<file path="src/rtl/lcd_char_writer.sv">
// HD44780 character writer: power-up init, cursor tracking with line/wrap addressing,
// one-deep character buffer and a clear-display request, over an 8-bit write-only bus.
module lcd_char_writer #(
    parameter int unsigned T_PWRUP = 750000,
    parameter int unsigned T_EN    = 25,
    parameter int unsigned T_CMD   = 2500,
    parameter int unsigned T_CLR   = 82000
) (
    input  logic       clk,
    input  logic       rst,
    input  logic [7:0] i_char,
    input  logic       i_wr,
    input  logic       i_clr,
    output logic       lcd_e,
    output logic       lcd_rs,
    output logic       lcd_rw,
    output logic [7:0] lcd_data,
    output logic       o_busy,
    output logic       o_ovf
);

    localparam int unsigned CW = 20;
    localparam logic [CW-1:0] PWR_LAST = CW'(T_PWRUP - 1);
    localparam logic [CW-1:0] EN_LAST  = CW'(T_EN - 1);
    localparam logic [CW-1:0] CMD_LAST = CW'(T_CMD - 1);
    localparam logic [CW-1:0] CLR_LAST = CW'(T_CLR - 1);

    typedef enum logic [2:0] {PWR, SETUP, PULSE, HOLD, IDLE} state_t;

    state_t        state_q;
    logic [CW-1:0] cnt_q;
    logic [1:0]    init_idx_q;
    logic          in_init_q;
    logic [4:0]    pos_q;
    logic          wrap_q;
    logic          char_after_q;
    logic [7:0]    cur_char_q;
    logic [7:0]    pchar_q;
    logic          pchar_v_q;
    logic          pclr_q;
    logic          lcd_e_q;
    logic          lcd_rs_q;
    logic [7:0]    lcd_data_q;
    logic          busy_q;
    logic          ovf_q;

    function automatic logic [7:0] init_cmd(input logic [1:0] idx);
        case (idx)
            2'd0:    init_cmd = 8'h38;
            2'd1:    init_cmd = 8'h0C;
            2'd2:    init_cmd = 8'h06;
            default: init_cmd = 8'h01;
        endcase
    endfunction

    logic [CW-1:0] hold_last_c;
    logic          hold_done_c;
    logic          init_more_c;
    logic          hold_final_c;
    logic          pend_any_c;
    logic          start_pt_c;
    logic          take_p_c;

    // A transaction ends with no follow-on (init step or prefixed char) at hold_final
    assign hold_last_c  = (!lcd_rs_q && lcd_data_q == 8'h01) ? CLR_LAST : CMD_LAST;
    assign hold_done_c  = (state_q == HOLD) && (cnt_q == hold_last_c);
    assign init_more_c  = in_init_q && (init_idx_q != 2'd3);
    assign hold_final_c = hold_done_c && !init_more_c && !char_after_q;
    assign pend_any_c   = pclr_q | pchar_v_q;
    assign start_pt_c   = hold_final_c || (state_q == IDLE);
    assign take_p_c     = start_pt_c && pend_any_c;

    // Cursor state as it stands once the finishing transaction is accounted for
    logic [4:0] sel_pos_c;
    logic       sel_wrap_c;
    always_comb begin
        sel_pos_c  = pos_q;
        sel_wrap_c = wrap_q;
        if (hold_final_c) begin
            if (in_init_q || !lcd_rs_q) begin
                sel_pos_c  = 5'd0;
                sel_wrap_c = 1'b0;
            end else if (pos_q == 5'd31) begin
                sel_pos_c  = 5'd0;
                sel_wrap_c = 1'b1;
            end else begin
                sel_pos_c = pos_q + 5'd1;
            end
        end
    end

    // Choose the next job and the first byte it puts on the bus
    logic       req_clr_c;
    logic       req_wr_c;
    logic [7:0] req_char_c;
    logic       go_c;
    logic       launch_rs_c;
    logic [7:0] launch_data_c;
    logic       launch_pre_c;
    logic       wrap_keep_c;
    always_comb begin
        req_clr_c  = 1'b0;
        req_wr_c   = 1'b0;
        req_char_c = i_char;
        if (take_p_c) begin
            req_clr_c  = pclr_q;
            req_wr_c   = pchar_v_q && !pclr_q;
            req_char_c = pchar_q;
        end else if (state_q == IDLE) begin
            req_clr_c = i_clr;
            req_wr_c  = i_wr && !i_clr;
        end
        go_c          = req_clr_c | req_wr_c;
        launch_rs_c   = 1'b0;
        launch_data_c = 8'h01;
        launch_pre_c  = 1'b0;
        wrap_keep_c   = sel_wrap_c;
        if (!req_clr_c && req_wr_c) begin
            if (sel_wrap_c) begin
                launch_data_c = 8'h80;
                launch_pre_c  = 1'b1;
                wrap_keep_c   = 1'b0;
            end else if (sel_pos_c == 5'd16) begin
                launch_data_c = 8'hC0;
                launch_pre_c  = 1'b1;
            end else begin
                launch_rs_c   = 1'b1;
                launch_data_c = req_char_c;
            end
        end
    end

    // Pending buffers: freed by the job taken this cycle, then refilled by new strobes
    logic       pclr_d;
    logic       pchar_v_d;
    logic [7:0] pchar_d;
    logic       ovf_d;
    logic       busy_d;
    always_comb begin
        pclr_d    = take_p_c ? 1'b0 : pclr_q;
        pchar_v_d = take_p_c ? 1'b0 : pchar_v_q;
        pchar_d   = pchar_q;
        ovf_d     = 1'b0;
        if ((state_q != IDLE) || pend_any_c) begin
            if (i_clr) begin
                pclr_d    = 1'b1;
                pchar_v_d = 1'b0;
            end else if (i_wr) begin
                if (pclr_d || pchar_v_d) begin
                    ovf_d = 1'b1;
                end else begin
                    pchar_v_d = 1'b1;
                    pchar_d   = i_char;
                end
            end
        end
        busy_d = !(start_pt_c && !go_c) || pclr_d || pchar_v_d;
    end

    always_ff @(posedge clk or posedge rst) begin
        if (rst) begin
            state_q      <= PWR;
            cnt_q        <= '0;
            init_idx_q   <= 2'd0;
            in_init_q    <= 1'b0;
            pos_q        <= 5'd0;
            wrap_q       <= 1'b0;
            char_after_q <= 1'b0;
            cur_char_q   <= 8'h00;
            pchar_q      <= 8'h00;
            pchar_v_q    <= 1'b0;
            pclr_q       <= 1'b0;
            lcd_e_q      <= 1'b0;
            lcd_rs_q     <= 1'b0;
            lcd_data_q   <= 8'h00;
            busy_q       <= 1'b1;
            ovf_q        <= 1'b0;
        end else begin
            ovf_q     <= ovf_d;
            busy_q    <= busy_d;
            pclr_q    <= pclr_d;
            pchar_v_q <= pchar_v_d;
            pchar_q   <= pchar_d;
            if (start_pt_c) begin
                pos_q     <= sel_pos_c;
                wrap_q    <= wrap_keep_c;
                in_init_q <= 1'b0;
                cnt_q     <= '0;
                if (go_c) begin
                    state_q      <= SETUP;
                    lcd_rs_q     <= launch_rs_c;
                    lcd_data_q   <= launch_data_c;
                    char_after_q <= launch_pre_c;
                    cur_char_q   <= req_char_c;
                end else begin
                    state_q <= IDLE;
                end
            end else begin
                case (state_q)
                    PWR: begin
                        if (cnt_q == PWR_LAST) begin
                            cnt_q      <= '0;
                            state_q    <= SETUP;
                            in_init_q  <= 1'b1;
                            init_idx_q <= 2'd0;
                            lcd_rs_q   <= 1'b0;
                            lcd_data_q <= init_cmd(2'd0);
                        end else begin
                            cnt_q <= cnt_q + CW'(1);
                        end
                    end
                    SETUP: begin
                        state_q <= PULSE;
                        lcd_e_q <= 1'b1;
                        cnt_q   <= '0;
                    end
                    PULSE: begin
                        if (cnt_q == EN_LAST) begin
                            lcd_e_q <= 1'b0;
                            state_q <= HOLD;
                            cnt_q   <= '0;
                        end else begin
                            cnt_q <= cnt_q + CW'(1);
                        end
                    end
                    HOLD: begin
                        if (hold_done_c) begin
                            cnt_q   <= '0;
                            state_q <= SETUP;
                            if (init_more_c) begin
                                init_idx_q <= init_idx_q + 2'd1;
                                lcd_data_q <= init_cmd(init_idx_q + 2'd1);
                            end else begin
                                char_after_q <= 1'b0;
                                lcd_rs_q     <= 1'b1;
                                lcd_data_q   <= cur_char_q;
                            end
                        end else begin
                            cnt_q <= cnt_q + CW'(1);
                        end
                    end
                    default: state_q <= PWR;
                endcase
            end
        end
    end

    assign lcd_e    = lcd_e_q;
    assign lcd_rs   = lcd_rs_q;
    assign lcd_rw   = 1'b0;
    assign lcd_data = lcd_data_q;
    assign o_busy   = busy_q;
    assign o_ovf    = ovf_q;

endmodule

</file>
<file path="config.mk">
export PLATFORM = sky130hd
export DESIGN_NAME = lcd_char_writer
export DESIGN_NICKNAME = d
export VERILOG_FILES = /design/src/rtl/lcd_char_writer.sv
export SDC_FILE = /design/constraint.sdc
export NUM_CORES = 1
export LEC_CHECK = 0
export CAP_MARGIN = 0
export CELL_PAD_IN_SITES_DETAIL_PLACEMENT = 1
export CELL_PAD_IN_SITES_GLOBAL_PLACEMENT = 1
export CORE_MARGIN = 4
export CORE_UTILIZATION = 45
export CTS_CLUSTER_SIZE = 24
export DETAILED_ROUTE_END_ITERATION = 8
export GPL_ROUTABILITY_DRIVEN = 0
export PLACE_DENSITY_LB_ADDON = 0.1
export SLEW_MARGIN = 20
export SYNTH_ARGS = -nofsm -noshare
export SYNTH_HDL_FRONTEND = slang
export SYNTH_SLANG_ARGS = --single-unit
</file>
<file path="constraint.sdc">
create_clock -name clk -period 3.9 [get_ports clk]
set_input_delay 0.78 -clock clk [delete_from_list [all_inputs] [get_ports clk]]
set_output_delay 0.78 -clock clk [all_outputs]
set_load 0.02 [all_outputs]
</file>
==> results.cfg, run 1 <==
[place]
dp_hpwl_um = 7480
place_ws_ns = 1.03
placed_cells = 523
portBuffers = 23
place_area_um2 = 4000

[sta]
drv_slew = 0
fin_hold_ws_ns = 0.506
timing.final.crit_share_pct = 74.2
fin_tns_setup_ns = 0
finalClockSkew_ns = 0.0107
hold_viol_final = 0
rsz0062_at_grt = false
slew_headroom_pct = 42.7
fin_ws_ns = 1.01
fmax_mhz = 346
worst_pin_slew_ns = 0.850
final-setup-viol-count = 0
period_minus_slack_ns = 2.89

[clock_network]
cts_made_buffers = 9
cts_resized = 0
clock_path_buffers = 2
clock_latency_ns = 0.35
cts_tree = yes
clockRootBuffer = clkbuf_8
clock_sinks = 63
cts_setup_buffers = 0
postCtsHoldBufs = 0
clk_pin_slew_ns = 0.07
htreeDepth = 3

[global_route]
grt_pass1_vias = 3351
antenna_found_initial = 0
grt_max_degree = 34
overflow = 0
grtUsageTotal_pct = 22.5
grt_pass1_wl_um = 17500

[synth]
synth_edf_count = 0
synthArstFlopShare_pct = 100
ys_warn_count = 0
ys_seq_area_share_pct = 42.6
synth_fp_nets = 433
syn_area_um2 = 3700
synth_ff_type = dfrtp_1
synth_cells = 414
synthDistinctLibCells = 61
avgSynthCellArea_um2 = 8.94
ys_seq_elements = 63

[route]
wire_per_inst_um = 18.9
detail_route.vias_per_cell = 6.01
drtPass1Iterations = 4
wl_um = 10200
wl_met2_um = 4550
route.detailed.drc = 0
first_iter_violations = 163
dr_wl_met3_um = 476
num_vias = 3240
highest_layer = met4
antenna_left = 0
wirelength_met1_um = 5050

[finish]
diodes = 0
final_common_cell = dfrtp_1
drive_gt1_share_pct = 11.2
finalNonFillerCells = 539
fin_nets = 451
mostFrequentLayoutCells = 62 x dfrtp_1, 56 x nand2_1, 35 x nor2_1
final_area_um2 = 4190
syn2layout_area_growth_pct = 13.2

[critical_path]
worstSetupPathType = reg2reg
crit_family = simple AND/OR/NAND/NOR gates
required_ns = 4.14
path_max_fanout = 13
endpoint_kind = flip-flop
worstPathCellList = ha_1 -> and3b_1 -> nand4_1 -> nor4_4 -> a21oi_2 -> or3_1 -> a31o_1 -> a221o_1
start_kind = flip-flop
cp_num_buf_inv = 0
arrival_ns = 3.13
cp_slowest_cell = or3_1
slowest_delay_ns = 0.45

[power]
power.density_nw_per_um2 = 498
ir_drop_mv = 0.380
power_leakage_uw = 0.00174

[floorplan]
ioPinCount = 25
core-area_um2 = 7850
die_area_um2 = 9740
rows = 32
die_y_um = 98.7
die_x_um = 98.7
initial_core_util_pct = 47.2

[run_status]
status = completed

[flow_run]
maxCapViolCount = 0

[min_path]
hold_path_class = reg2reg
-- synthesized netlist by cell type, types with 2 or more instances --
| library cell | number | share of area, % |
|---|---|---|
| a21o_1 | 2 | 0.41 |
| clkbuf_1 | 11 | 1.1 |
| xor2_1 | 2 | 0.47 |
| nor3_1 | 12 | 1.6 |
| o22a_1 | 2 | 0.47 |
| nand4_1 | 15 | 2.5 |
| or3_1 | 13 | 2.2 |
| nor4_1 | 6 | 1.0 |
| o221ai_1 | 2 | 0.47 |
| buf_6 | 2 | 0.61 |
| a21oi_1 | 25 | 3.4 |
| nor2b_1 | 2 | 0.34 |
| or2_2 | 3 | 0.51 |
| o211ai_1 | 4 | 0.81 |
| o21ai_0 | 21 | 2.8 |
| or4_1 | 2 | 0.41 |
| dfrtp_1 | 62 | 42 |
| ha_1 | 7 | 2.4 |
| buf_2 | 6 | 0.81 |
| and2_1 | 3 | 0.51 |
| xnor2_1 | 3 | 0.71 |
| mux2_2 | 14 | 4.3 |
| nor2_1 | 35 | 3.5 |
| nand2_1 | 56 | 5.7 |
| nand2b_1 | 5 | 0.84 |
| nand3_1 | 24 | 3.2 |
| inv_1 | 9 | 0.91 |
| a31oi_1 | 10 | 1.7 |
| mux2i_1 | 11 | 3.0 |
| nor4b_1 | 2 | 0.47 |
| buf_4 | 2 | 0.41 |
| nand3b_1 | 5 | 1.0 |
| and3_1 | 8 | 1.4 |
-- per-stage QoR --
step           utilization (%)  power, µW
2_1_floorplan                -       1300
4_1_cts                   53.4       2100
3_5_place_dp              51.0       1540
5_1_grt                   53.4       2230
6_report                  53.4       2090
3_3_place_gp              51.0       1510
-- registers in the layout, indices dropped and copies added (netlist names) --
register / count
lcd_rs: 1
o_ovf: 1
o_busy: 1
pchar_v_q: 1
char_after_q: 1
pos_q: 5
cnt_q: 20
pclr_q: 1
wrap_q: 1
pchar_q: 8
cur_char_q: 8
in_init_q: 1
lcd_data: 8
lcd_e: 1
state_q: 3
init_idx_q: 2
-- area by class of cell --
class / count / area (µm²)
fill: 951 / 3660
multi-input combinational: 321 / 1980
sequential: 63 / 1580
clock inverter: 6 / 61.3
clock buffer: 10 / 128
timing repair buffer: 28 / 280
inverter: 9 / 33.8
tap: 102 / 128
-- report_power, final --
part | total, µW | leakage, µW | switching, µW | internal, µW
clock network | 561 | 0.0000960 | 269 | 293
logic | 633 | 0.000834 | 369 | 264
registers | 891 | 0.000810 | 134 | 758
total | 2090 | 0.00174 | 771 | 1310
-- cells by family after synthesis --
family / synth area share (%)
DFF: 42.6
and+or+nand+nor: 28.7
other: 0.101
muxes: 7.23
AOI/OAI and AO/OA: 14.0
xor gates and xnor gates: 1.18
buffers and inverters: 3.85
adders and majority gates: 2.37
-- metal layers --
layer	track usage (%)	vias up
met1	33.6	1623
met4	5.36	0
met3	5.24	10
met2	33.0	62
met5	0	-
li1	-	1545
-- worst paths after layout --
kind	start	end	slack (ns)	cells after the start
setup / recovery	cnt_q[0]$_DFFE_PP0P_	lcd_data[0]$_DFFE_PP0P_	1.01	8
hold / removal	pchar_q[3]$_DFFE_PP0P_	pchar_q[3]$_DFFE_PP0P_	0.51	1
setup reg to reg	cnt_q[0]$_DFFE_PP0P_	lcd_data[0]$_DFFE_PP0P_	1.01	8
hold reg to reg	pchar_q[3]$_DFFE_PP0P_	pchar_q[3]$_DFFE_PP0P_	0.51	1
max in group asynchronous	rst	state_q[1]$_DFFE_PP0P_	2.41	3
min in group asynchronous	rst	o_ovf$_DFF_PP0_	0.86	2
(Power assumes the default switching activity.)
==> inputs of run 2 (changes only) <==
- CORE_UTILIZATION: 45 -> 41
- clock period: 3.9 -> 2.5 ns (I/O delays scaled with it)
==> results.cfg, run 2 (synthesized netlist as in run 1, its figures left out) <==
[run_status]
status = finished with violations
violations = setup timing

[critical_path]
path_max_fanout = 4
r2r_start = cnt_q[19]$_DFFE_PP0P_
worstSetupPathType = reg2reg
start_kind = flip-flop
worstPathCellList = nor4_4 -> nand4_1 -> nor4_4 -> buf_4 -> a21oi_2 -> or3_4 -> a31o_1 -> a221o_1
crit-reg2reg-capture = lcd_data[0]$_DFFE_PP0P_
crit_family = simple AND/OR/NAND/NOR gates
reg2reg_depth = 8
required_ns = 2.73
arrival_ns = 2.79
cp-endpoint = lcd_data[0]$_DFFE_PP0P_
slowest_delay_ns = 0.43
endpoint_kind = flip-flop
critPathLaunch = cnt_q[19]$_DFFE_PP0P_
cp_slowest_cell = dfrtp_1
path_depth = 8
cp_common_cell = nor4_4
cp_num_buf_inv = 1
rrSetupSlack_ns = -0.06

[min_path]
hold_path_class = reg2reg
hold_depth = 1

[route]
detail_route.vias_per_cell = 5.98
highest_layer = met4
antenna_left = 0
wl_um = 12500
wire_per_inst_um = 20.6
wirelength_met1_um = 5780
num_vias = 3641
wl_met2_um = 5920
drtPass1Iterations = 4
route.detailed.drc = 0
first_iter_violations = 222
dr_wl_met3_um = 547

[clock_network]
clock_sinks = 63
clock_path_buffers = 2
postCtsHoldBufs = 0
htreeDepth = 3
clk_pin_slew_ns = 0.08
cts_made_buffers = 9
cts_tree = yes
clockRootBuffer = clkbuf_8
clock_latency_ns = 0.34

[sta]
rsz0062_at_grt = true
finalClockSkew_ns = 0.0144
hold_viol_final = 0
period_minus_slack_ns = 2.56
drv_slew = 0
slew_headroom_pct = 45.5
fin_hold_ws_ns = 0.478
fin_ws_ns = -0.0612
final-setup-viol-count = 6
timing.final.crit_share_pct = 102
worst_pin_slew_ns = 0.817
fmax_mhz = 390

[floorplan]
die_x_um = 103
core-area_um2 = 8760
die_area_um2 = 10600
ioPinCount = 25
rows = 34
die_y_um = 103
initial_core_util_pct = 42.2

[finish]
syn2layout_area_growth_pct = 31.3
top_register = cnt_q
n_fill_cell = 1028
diodes = 0
layout.area.seq_um2 = 1580
multi_input_area_um2 = 2100
mostFrequentLayoutCells = 65 x buf_4, 59 x dfrtp_1, 55 x nand2_1
fin_nets = 515
finalNonFillerCells = 609
final_area_um2 = 4860
largest_reg_flops = 20
final_common_cell = buf_4
drive_gt1_share_pct = 26.9
final_util_pct = 55.5

[global_route]
grt_pass1_vias = 3694
grt_max_degree = 64
antenna_found_initial = 0
grt_pass1_wl_um = 19600
overflow = 0
grtUsageTotal_pct = 23.9

[place]
placed_cells = 585
place_area_um2 = 4460
place_ws_ns = -0.0821
portBuffers = 23
dp_hpwl_um = 8680

[power]
power_leakage_uw = 0.00210
ir_drop_mv = 0.508
power.density_nw_per_um2 = 772

[flow_run]
maxCapViolCount = 0
run 2: changes by cell type in the layout (fill, tap and decap cells not counted), moves of 3 or more:
cell / delta
a21oi_1: -3
a21oi_2: +3
buf_4: +61
dfrtp_1: -3
dfrtp_2: +3
run 2: per-layer routing:
layer,global-route usage [%],vias to the layer above
met5,0,-
met4,7.27,0
met3,2.91,22
met2,37.5,86
met1,34.6,1856
li1,-,1677
run 2: final cells by class:
type / count / area share (%)
Clock inverter: 7 / 1.96
Tap cell: 108 / 2.78
Inverter: 9 / 0.695
Multi-Input combinational cell: 321 / 43.2
Timing Repair Buffer: 92 / 16.2
Sequential cell: 63 / 32.5
Clock buffer: 9 / 2.55
run 2: worst min-delay path by stage:
stage	from	endpoint
detailed placement	state_q[1]$_DFFE_PP0P_	lcd_e$_DFFE_PP0P_
global route	state_q[1]$_DFFE_PP0P_	lcd_e$_DFFE_PP0P_
finish	state_q[1]$_DFFE_PP0P_	lcd_e$_DFFE_PP0P_
global placement	pchar_q[0]$_DFFE_PP0P_	cur_char_q[0]$_DFFE_PP0P_
CTS	state_q[1]$_DFFE_PP0P_	lcd_e$_DFFE_PP0P_
floorplan	pchar_q[0]$_DFFE_PP0P_	cur_char_q[0]$_DFFE_PP0P_
run 2: report_power, final:
| part | leakage, µW | internal (µW) | switching, µW |
|---|---|---|---|
| Sequential | 0.000805 | 1180 | 162 |
| Clock | 0.000110 | 565 | 453 |
| Combinational | 0.00119 | 636 | 757 |
run 2: stage by stage:
stage	power [µW]	setup TNS [ns]
2_1_floorplan	2030	0
3_5_place_dp	2630	-0.152
4_1_cts	3680	-0.00254
5_1_grt	3960	-1.91
6_report	3750	-0.136
3_3_place_gp	2580	0
run 2: timing repair:
item / CTS / global route
setup buffers: 6 / 2
endpoints found under the setup margin: 8 / 49
gates cloned: 0 / 0
pin swaps: 3 / 8
resized for setup: 6 / 21
